`config.mk`:
```
export PLATFORM = sky130hd
export DESIGN_NAME = pipe_stage_reg
export DESIGN_NICKNAME = d
export VERILOG_FILES = /design/src/rtl/pipe_ctrl_pkg.sv /design/src/rtl/sat_counter.sv /design/src/rtl/pipe_stage_reg.sv
export SDC_FILE = /design/constraint.sdc
export NUM_CORES = 1
export LEC_CHECK = 0
export CAP_MARGIN = 30
export CORE_MARGIN = 2
export CORE_UTILIZATION = 30
export DETAILED_ROUTE_END_ITERATION = 6
export PLACE_DENSITY = 0.63
export SLEW_MARGIN = 20
export SYNTH_ARGS = -nofsm -noshare
export SYNTH_HDL_FRONTEND = slang
export SYNTH_SLANG_ARGS = --single-unit
```
`constraint.sdc`:
```
create_clock -name clk -period 4.7 [get_ports clk]
set_input_delay 0.47 -clock clk [delete_from_list [all_inputs] [get_ports clk]]
set_output_delay 0.47 -clock clk [all_outputs]
set_load 0.05 [all_outputs]
```
`src/rtl/pipe_ctrl_pkg.sv`:
```
// Shared encodings for the inter-stage pipeline registers: update-kind codes,
// the default NOP control word, and control-field bit positions.
package pipe_ctrl_pkg;

    localparam logic [1:0] ST_LOADED  = 2'd0;
    localparam logic [1:0] ST_HELD    = 2'd1;
    localparam logic [1:0] ST_FLUSHED = 2'd2;

    localparam logic [15:0] NOP_CTRL_DEFAULT = 16'h0000;
    localparam logic [4:0]  RD_ZERO          = 5'd0;

    localparam int CTRL_BIT_REG_WRITE = 0;
    localparam int CTRL_BIT_MEM_READ  = 1;
    localparam int CTRL_BIT_MEM_WRITE = 2;
    localparam int CTRL_BIT_BRANCH    = 3;
    localparam int CTRL_BIT_JAL       = 4;
    localparam int CTRL_BIT_JALR      = 5;

    // Stall outranks bubble; with neither, the stage loads.
    function automatic logic [1:0] upd_kind(input logic stall, input logic bubble);
        logic [1:0] kind;
        if (stall) begin
            kind = ST_HELD;
        end else if (bubble) begin
            kind = ST_FLUSHED;
        end else begin
            kind = ST_LOADED;
        end
        return kind;
    endfunction

endpackage

```
`src/rtl/sat_counter.sv`:
```
// Event counter with synchronous reset, synchronous clear and saturation at
// all-ones; clear wins over a same-cycle increment.
module sat_counter #(
    parameter int CNT_W = 16
) (
    input  logic             i_clk,
    input  logic             i_rst,
    input  logic             i_clr,
    input  logic             i_inc,
    output logic [CNT_W-1:0] o_cnt
);

    localparam logic [CNT_W-1:0] CNT_MAX = {CNT_W{1'b1}};
    localparam logic [CNT_W-1:0] CNT_ONE = {{(CNT_W-1){1'b0}}, 1'b1};

    logic [CNT_W-1:0] r_cnt;
    logic             w_step;

    // Increment only while below the ceiling so the count never wraps.
    always_comb begin
        if (i_inc && (r_cnt != CNT_MAX)) begin
            w_step = 1'b1;
        end else begin
            w_step = 1'b0;
        end
    end

    // Counter register.
    always_ff @(posedge i_clk) begin
        if (i_rst) begin
            r_cnt <= {CNT_W{1'b0}};
        end else if (i_clr) begin
            r_cnt <= {CNT_W{1'b0}};
        end else if (w_step) begin
            r_cnt <= r_cnt + CNT_ONE;
        end else begin
            r_cnt <= r_cnt;
        end
    end

    assign o_cnt = r_cnt;

endmodule

```
`src/rtl/pipe_stage_reg.sv`:
```
// Inter-stage pipeline register honouring the hazard unit's stall/bubble pair,
// with stall/bubble activity counters and a sticky stuck-stall watchdog.
module pipe_stage_reg
    import pipe_ctrl_pkg::*;
#(
    parameter int                DATA_W        = 64,
    parameter int                CTRL_W        = 16,
    parameter logic [CTRL_W-1:0] NOP_CTRL      = CTRL_W'(NOP_CTRL_DEFAULT),
    parameter int                CNT_W         = 16,
    parameter int                STALL_TIMEOUT = 255
) (
    input  logic              clk,
    input  logic              rst,
    input  logic              stall,
    input  logic              bubble,
    input  logic              clr_cnt,
    input  logic              in_valid,
    input  logic [4:0]        in_rd,
    input  logic [CTRL_W-1:0] in_ctrl,
    input  logic [DATA_W-1:0] in_data,
    output logic              out_valid,
    output logic [4:0]        out_rd,
    output logic [CTRL_W-1:0] out_ctrl,
    output logic [DATA_W-1:0] out_data,
    output logic [1:0]        out_state,
    output logic [CNT_W-1:0]  stall_cnt,
    output logic [CNT_W-1:0]  bubble_cnt,
    output logic              stall_timeout
);

    // The run counter holds the stalls seen before this edge, so the trip
    // edge is the one where it already equals STALL_TIMEOUT-1.
    localparam logic [CNT_W-1:0] TRIP_AT = CNT_W'(STALL_TIMEOUT - 1);

    logic              r_valid;
    logic [4:0]        r_rd;
    logic [CTRL_W-1:0] r_ctrl;
    logic [DATA_W-1:0] r_data;
    logic [1:0]        r_state;
    logic              r_timeout;

    logic              w_bubble_eff;
    logic              w_run_clr;
    logic              w_trip;
    logic [CNT_W-1:0]  w_run_cnt;

    // Qualify bubble against stall and derive watchdog controls.
    always_comb begin
        w_bubble_eff = bubble & ~stall;
        w_run_clr    = ~stall | clr_cnt;
        if (stall && (w_run_cnt == TRIP_AT)) begin
            w_trip = 1'b1;
        end else begin
            w_trip = 1'b0;
        end
    end

    // Payload register: reset > stall > bubble > load.
    always_ff @(posedge clk) begin
        if (rst) begin
            r_valid <= 1'b0;
            r_rd    <= RD_ZERO;
            r_ctrl  <= NOP_CTRL;
            r_data  <= {DATA_W{1'b0}};
            r_state <= ST_FLUSHED;
        end else if (stall) begin
            r_state <= upd_kind(stall, bubble);
        end else if (bubble) begin
            r_valid <= 1'b0;
            r_rd    <= RD_ZERO;
            r_ctrl  <= NOP_CTRL;
            r_data  <= {DATA_W{1'b0}};
            r_state <= upd_kind(stall, bubble);
        end else begin
            r_valid <= in_valid;
            r_rd    <= in_valid ? in_rd : RD_ZERO;
            r_ctrl  <= in_valid ? in_ctrl : NOP_CTRL;
            r_data  <= in_data;
            r_state <= upd_kind(stall, bubble);
        end
    end

    // Sticky watchdog flag.
    always_ff @(posedge clk) begin
        if (rst) begin
            r_timeout <= 1'b0;
        end else if (clr_cnt) begin
            r_timeout <= 1'b0;
        end else if (w_trip) begin
            r_timeout <= 1'b1;
        end else begin
            r_timeout <= r_timeout;
        end
    end

    sat_counter #(.CNT_W(CNT_W)) u_stall_cnt (
        .i_clk (clk),
        .i_rst (rst),
        .i_clr (clr_cnt),
        .i_inc (stall),
        .o_cnt (stall_cnt)
    );

    sat_counter #(.CNT_W(CNT_W)) u_bubble_cnt (
        .i_clk (clk),
        .i_rst (rst),
        .i_clr (clr_cnt),
        .i_inc (w_bubble_eff),
        .o_cnt (bubble_cnt)
    );

    sat_counter #(.CNT_W(CNT_W)) u_run_cnt (
        .i_clk (clk),
        .i_rst (rst),
        .i_clr (w_run_clr),
        .i_inc (stall),
        .o_cnt (w_run_cnt)
    );

    assign out_valid     = r_valid;
    assign out_rd        = r_rd;
    assign out_ctrl      = r_ctrl;
    assign out_data      = r_data;
    assign out_state     = r_state;
    assign stall_timeout = r_timeout;

endmodule

```
==> results of run 1 <==
## power groups by stage
stage | clock, uW | combinational (uW) | sequential, uW
after detailed placement | 0 | 300 | 1230
after global routing | 1410 | 313 | 1210
after global placement | 0 | 297 | 1230
after CTS | 1360 | 300 | 1210
final | 1330 | 298 | 1210
after floorplan | 0 | 52.2 | 1330
## placed cells by master (no fill, tap or decap), types with 6 or more instances in the layout
| cell type | count |
|---|---|
| a21oi_1 | 33 |
| and3_1 | 12 |
| clkdlybuf4s50_1 | 211 |
| o21ai_0 | 14 |
| nand2_1 | 26 |
| nor4_1 | 6 |
| or4_1 | 15 |
| nand3_1 | 14 |
| nor2_1 | 15 |
| clkinvlp_4 | 6 |
| dfxtp_1 | 137 |
| clkbuf_16 | 17 |
| a22o_1 | 85 |
| inv_1 | 6 |
| a31oi_1 | 7 |
| nor3_1 | 7 |
| nand4_1 | 19 |
| or3_1 | 8 |
| o31ai_1 | 13 |
| a211oi_1 | 6 |
## registers in the layout (all words and copies together), names as in the netlist
signal / count
out_data: 64
out_ctrl: 16
u_bubble_cnt.o_cnt: 16
u_run_cnt.o_cnt: 16
u_stall_cnt.o_cnt: 16
out_rd: 5
out_state: 2
out_valid: 1
stall_timeout: 1
## per-stage QoR
| stage | hold slack, ns | power, uW |
|---|---|---|
| floorplan | 0.438 | 1380 |
| global placement | 0.440 | 1530 |
| detailed placement | 0.449 | 1530 |
| CTS | 0.475 | 2870 |
| global route | 0.488 | 2930 |
| finish | 0.475 | 2840 |
## logic make-up after synthesis
| logic type | share of synthesized area (%) |
|---|---|
| AOI/OAI and AO/OA | 25.6 |
| and+or+nand+nor | 16.9 |
| DFF | 53.0 |
| buffers and inverters | 2.78 |
| adders and majority gates | 0.967 |
| muxes | 0.580 |
| xor gates and xnor gates | 0.169 |
## cells in the mapped netlist, types with 3 or more instances
cell type  count
clkbuf_1      21
ha_1           4
or4_1         15
a211oi_1       6
o31ai_1       13
o41ai_1        3
and2_1         4
a41o_1         3
a31oi_1        7
mux2i_1        3
nand2b_1       4
a21oi_1       33
nor4_1         7
a22o_1        85
nor2_1        16
or3_1          8
buf_1          6
a2111o_1       3
and3_1        12
and4_1         3
a41oi_1        3
nand4_1       19
o21ai_0       14
dfxtp_1      137
or2_2          4
nand3_1       14
inv_1          6
nand2_1       26
buf_2          3
nor3_1         8
## cell type report
cell class                 count  area, um^2  share of cell area, %
multi-input combinational    335        2310                   28.6
inverter                       6        22.5                  0.278
tap                          225         282                   3.48
timing repair buffer         216        2150                   26.5
clock inverter                13         144                   1.78
clock buffer                  19         443                   5.47
sequential                   137        2740                   33.9
## worst register-to-register path: cells and delay by family (launching register included)
family	cells	cell delay [ns]
simple gates	3	1.16
flops	1	0.45
compound gates	1	0.06
buf+inv	1	0.29
## layer usage
metal	share of wire, %	wire length, um	up-vias
met4	2.1	336	0
li1	-	-	2404
met2	49	7790	195
met3	9.3	1490	24
met5	0	0	-
met1	40	6370	2305
## worst paths after layout
kind	to	slack, ns	cells after the start
max	u_stall_cnt.o_cnt[15]	2.30	5
min	out_valid	0.48	1
max reg2reg	u_bubble_cnt.o_cnt[3]	2.62	5
min reg2reg	out_valid	0.48	1
==> results.json, run 1 <==
{
  "ys_top_cells_by_area": "dfxtp_1 53%, a22o_1 14%, a21oi_1 3.2%",
  "seqPwrFrac_pct": 42.5,
  "clock_sinks": 137,
  "finalNonFillerCells": 951,
  "syn-cell-area_um2": 5180,
  "filler_cell_count": 1592,
  "grt_pass1_wl_um": 25100,
  "antenna_cells": 0,
  "portBuffers": 211,
  "slowest_delay_ns": 0.81,
  "synth-async-reset-ratio_pct": 0,
  "leakagePower_uw": 0.00289,
  "gp_congestion": 0.868,
  "ys_seq_elements": 137,
  "fin_ws_ns": 2.30,
  "worst_setup_path_start_kind": "primary input",
  "antenna_found_initial": 1,
  "dp_cells": 919,
  "crit_path_start": "stall",
  "ios": 212,
  "clock_latency_ns": 0.41,
  "grt.busiest_layer": "met2",
  "use_met3_pct": 7.82,
  "drtIter0Drc": 232,
  "p_sw_uw": 714,
  "synth_edf_count": 0,
  "cp-end-kind": "flip-flop",
  "met2_usage_pct": 28.6,
  "dp_hpwl_um": 11500,
  "htreeDepth": 4,
  "row_count": 48,
  "gr-usage-all-layers_pct": 17.3,
  "arrival_ns": 2.75,
  "grt_use_met1_pct": 19.6,
  "outcome": "finished, final reports clean",
  "pwr-share-clk_pct": 47.0,
  "first_pass_iters": 5,
  "fin_skew_ns": 0.00768,
  "ant_nets": 0,
  "fp.dieW_um": 135,
  "synthCells": 509,
  "path_clk_slew_ns": 0.06,
  "vdd_drop_max_v": 0.000248,
  "num_vias": 4928,
  "slew_headroom_pct": 50.2,
  "clockRootBuffer": "clkbuf_16",
  "hold_viol": 0,
  "internal_power_uw": 2120,
  "wire_per_inst_um": 16.8,
  "synth_top_area_cell": "dfxtp_1",
  "drt-total-wl_um": 16000,
  "critical_path_class": "primary input to flip-flop",
  "cts_tree": "yes",
  "crit_fanout": 15,
  "p_sw_share_pct": 25.2,
  "yosysTopAreaCellShare_pct": 53.0,
  "start_util_pct": 30.3,
  "crit_buf_inv": 1,
  "min-delay-start": "out_valid",
  "vias_per_cell": 5.18,
  "grt_max_degree": 65,
  "final.setup.tns_ns": 0,
  "fin_area_um2": 8090,
  "synth_nets": 604,
  "clock_path_buffers": 2,
  "globalRoute.totalOverflow": 0,
  "path_delay_family": "simple AND/OR/NAND/NOR gates",
  "cts_made_buffers": 17,
  "synth_seq_area_share_pct": 53.0,
  "slowest_stage": "clkdlybuf4s50_1",
  "nets": 808,
  "layout_min_cycle_time_ns": 2.40,
  "worst_pin_slew_ns": 0.741,
  "yosys_warnings": 0,
  "synth_area_per_cell_um2": 10.2,
  "period_share_pct": 51.1,
  "drv_cap": 0,
  "pwr-share-comb_pct": 10.5,
  "synth_cell_types": 45,
  "place_area_um2": 7500,
  "path_cells": "clkdlybuf4s50_1 > nand4_2 > or4_4 > or4_1 > a21oi_1",
  "cts_setup_buffers": 0,
  "dieArea_um2": 18300,
  "power_density_nw_per_um2": 351,
  "cts_resized": 0,
  "slew_violations": 0,
  "max_freq_ghz": 0.416,
  "route.detailed.drc": 0,
  "hold_path.class": "flip-flop to flip-flop",
  "timing.rr.start": "u_bubble_cnt.o_cnt[4]",
  "die_h_um": 135,
  "pre_cts_ws_ns": 1.88,
  "syn2layout_area_growth_pct": 56.4,
  "fp.coreArea_um2": 17100,
  "grt_pass1_vias": 4884,
  "cts_hold_buf": 0,
  "setup_viol": 0,
  "drive_gt1_share_pct": 7.02,
  "final_util_pct": 47.5,
  "required_ns": 5.04,
  "rsz0062_at_grt": "no",
  "ys.flop_type": "dfxtp_1"
}
(Power assumes the default switching activity.)
==> run 2, diff against run 1 <==
==> constraint.sdc (replaced) <==
create_clock -name clk -period 2.4 [get_ports clk]
set_input_delay 0.24 -clock clk [delete_from_list [all_inputs] [get_ports clk]]
set_output_delay 0.24 -clock clk [all_outputs]
set_load 0.05 [all_outputs]
==> results.json, run 2 (synthesis gave the netlist of run 1 again) <==
{
  "ios": 212,
  "drtIter0Drc": 219,
  "final_common_cell": "clkdlybuf4s50_1",
  "clock_latency_ns": 0.43,
  "slew_violations": 0,
  "outcome": "finished, final reports clean",
  "hold-worst-slack_ns": 0.407,
  "timing.rr.start": "u_bubble_cnt.o_cnt[4]",
  "clock_path_buffers": 2,
  "fp.dieW_um": 135,
  "internal_power_uw": 4350,
  "first_pass_iters": 5,
  "r2r_slack_ns": 0.33,
  "rsz0062_at_grt": "no",
  "crit_fanout": 8,
  "fin_ws_ns": 0.333,
  "row_count": 48,
  "drt-total-wl_um": 16100,
  "largest_reg_flops": 64,
  "r2r_cells": 4,
  "dieArea_um2": 18300,
  "min_to": "out_data[0]",
  "antenna_found_initial": 0,
  "power_density_nw_per_um2": 699,
  "p_sw_uw": 1390,
  "leakagePower_uw": 0.00297,
  "arrival_ns": 2.40,
  "drv_cap": 0,
  "seqPwrFrac_pct": 41.2,
  "worst_setup_path_start_kind": "flip-flop",
  "period_share_pct": 86.1,
  "grt_max_degree": 88,
  "drive_gt1_share_pct": 7.64,
  "start_util_pct": 30.3,
  "cts_hold_buf": 0,
  "portBuffers": 211,
  "setup_viol": 0,
  "critical_path_class": "flip-flop to flip-flop",
  "syn2layout_area_growth_pct": 58.5,
  "worst_pin_slew_ns": 0.679,
  "gr-usage-all-layers_pct": 17.7,
  "ant_nets": 0,
  "vdd_drop_max_v": 0.000474,
  "max_freq_ghz": 0.484,
  "cp-end-kind": "flip-flop",
  "fp.coreArea_um2": 17100,
  "pwr-share-clk_pct": 48.4,
  "hold_viol": 0,
  "gp_congestion": 0.890,
  "htreeDepth": 4,
  "num_vias": 4988,
  "die_h_um": 135,
  "cts_tree": "yes",
  "grt_pass1_vias": 4913,
  "antenna_cells": 0,
  "pwr-share-comb_pct": 10.4,
  "required_ns": 2.74,
  "wire_per_inst_um": 16.8,
  "total_power_uw": 5740,
  "dp_hpwl_um": 11700,
  "final.setup.tns_ns": 0,
  "clock_sinks": 137,
  "nets": 815,
  "pre_cts_ws_ns": 0.136,
  "layout_min_cycle_time_ns": 2.07,
  "cts_made_buffers": 17,
  "final_cell_mix": "211 x clkdlybuf4s50_1, 137 x dfxtp_1, 85 x a22o_1",
  "p_sw_share_pct": 24.2,
  "rr_endpoint": "u_bubble_cnt.o_cnt[11]",
  "route.detailed.drc": 0,
  "hold_path.class": "primary input to flip-flop",
  "fin_skew_ns": 0.0246,
  "min-delay-start": "in_data[0]",
  "globalRoute.totalOverflow": 0,
  "path_clk_slew_ns": 0.06,
  "cts_resized": 0,
  "cts_setup_buffers": 0,
  "clockRootBuffer": "clkbuf_16",
  "slew_headroom_pct": 54.3,
  "grt_pass1_wl_um": 25700,
  "whs_path_depth": 2,
  "vias_per_cell": 5.21
}
==> run 2: cell count changes in the layout (fill, tap and decap cells not counted), moves of 2 or more <==
cell,delta
buf_4,+6
clkinvlp_4,-5
clkinv_4,+4
buf_12,+2
bufinv_16,+2
==> run 2: cell type report <==
class	count	area [um^2]
multi-input cells	335	2300
clock inverters	14	198
clock buffers	18	429
repair buffers	223	2230
fillers	1542	8850
inverters	6	22.5
flip-flops and latches	137	2740
well taps	225	282
==> run 2: how the worst max path moves through the flow <==
stage,from,endpoint,slack [ns],depth (start not counted)
2_1_floorplan,u_stall_cnt.o_cnt[2],u_stall_cnt.o_cnt[15],0.23,4
3_3_place_gp,stall,u_bubble_cnt.o_cnt[13],0.20,6
3_5_place_dp,stall,u_bubble_cnt.o_cnt[11],0.14,6
4_1_cts,u_bubble_cnt.o_cnt[4],u_bubble_cnt.o_cnt[11],0.33,4
5_1_grt,u_bubble_cnt.o_cnt[4],u_bubble_cnt.o_cnt[5],0.16,5
6_report,u_bubble_cnt.o_cnt[4],u_bubble_cnt.o_cnt[11],0.33,4
==> run 2: power by group through the flow <==
| stage | Clock (uW) | Sequential, uW | Combinational, uW |
|---|---|---|---|
| final | 2780 | 2360 | 595 |
| after global routing | 2950 | 2370 | 623 |
| after CTS | 2840 | 2360 | 599 |
| after detailed placement | 0 | 2410 | 598 |
| after global placement | 0 | 2410 | 592 |
| after floorplan | 0 | 2600 | 102 |
==> run 2: layer usage <==
layer	global-route usage (%)	vias up	part of all wire [%]
li1	-	2422	-
met1	19.7	2326	40
met2	29.0	210	48
met3	8.04	30	9.4
met4	8.33	0	3.1
met5	0	-	0
==> run 2: metrics by stage <==
stage          std cells  util (%)  cell area (um^2)
6_report             958      48.1              8200
3_3_place_gp         926      44.4              7580
3_5_place_dp         926      44.4              7580
4_1_cts              958      48.1              8200
2_1_floorplan        509         -              5180
5_1_grt              958      48.1              8200
==> run 2: worst max-delay path, stage by stage (launching register included) <==
cell and delay [ns]:
dfxtp_1 0.46, nand4_1 0.34, nor3_1 0.41, or4b_2 0.62
a21oi_1 0.16
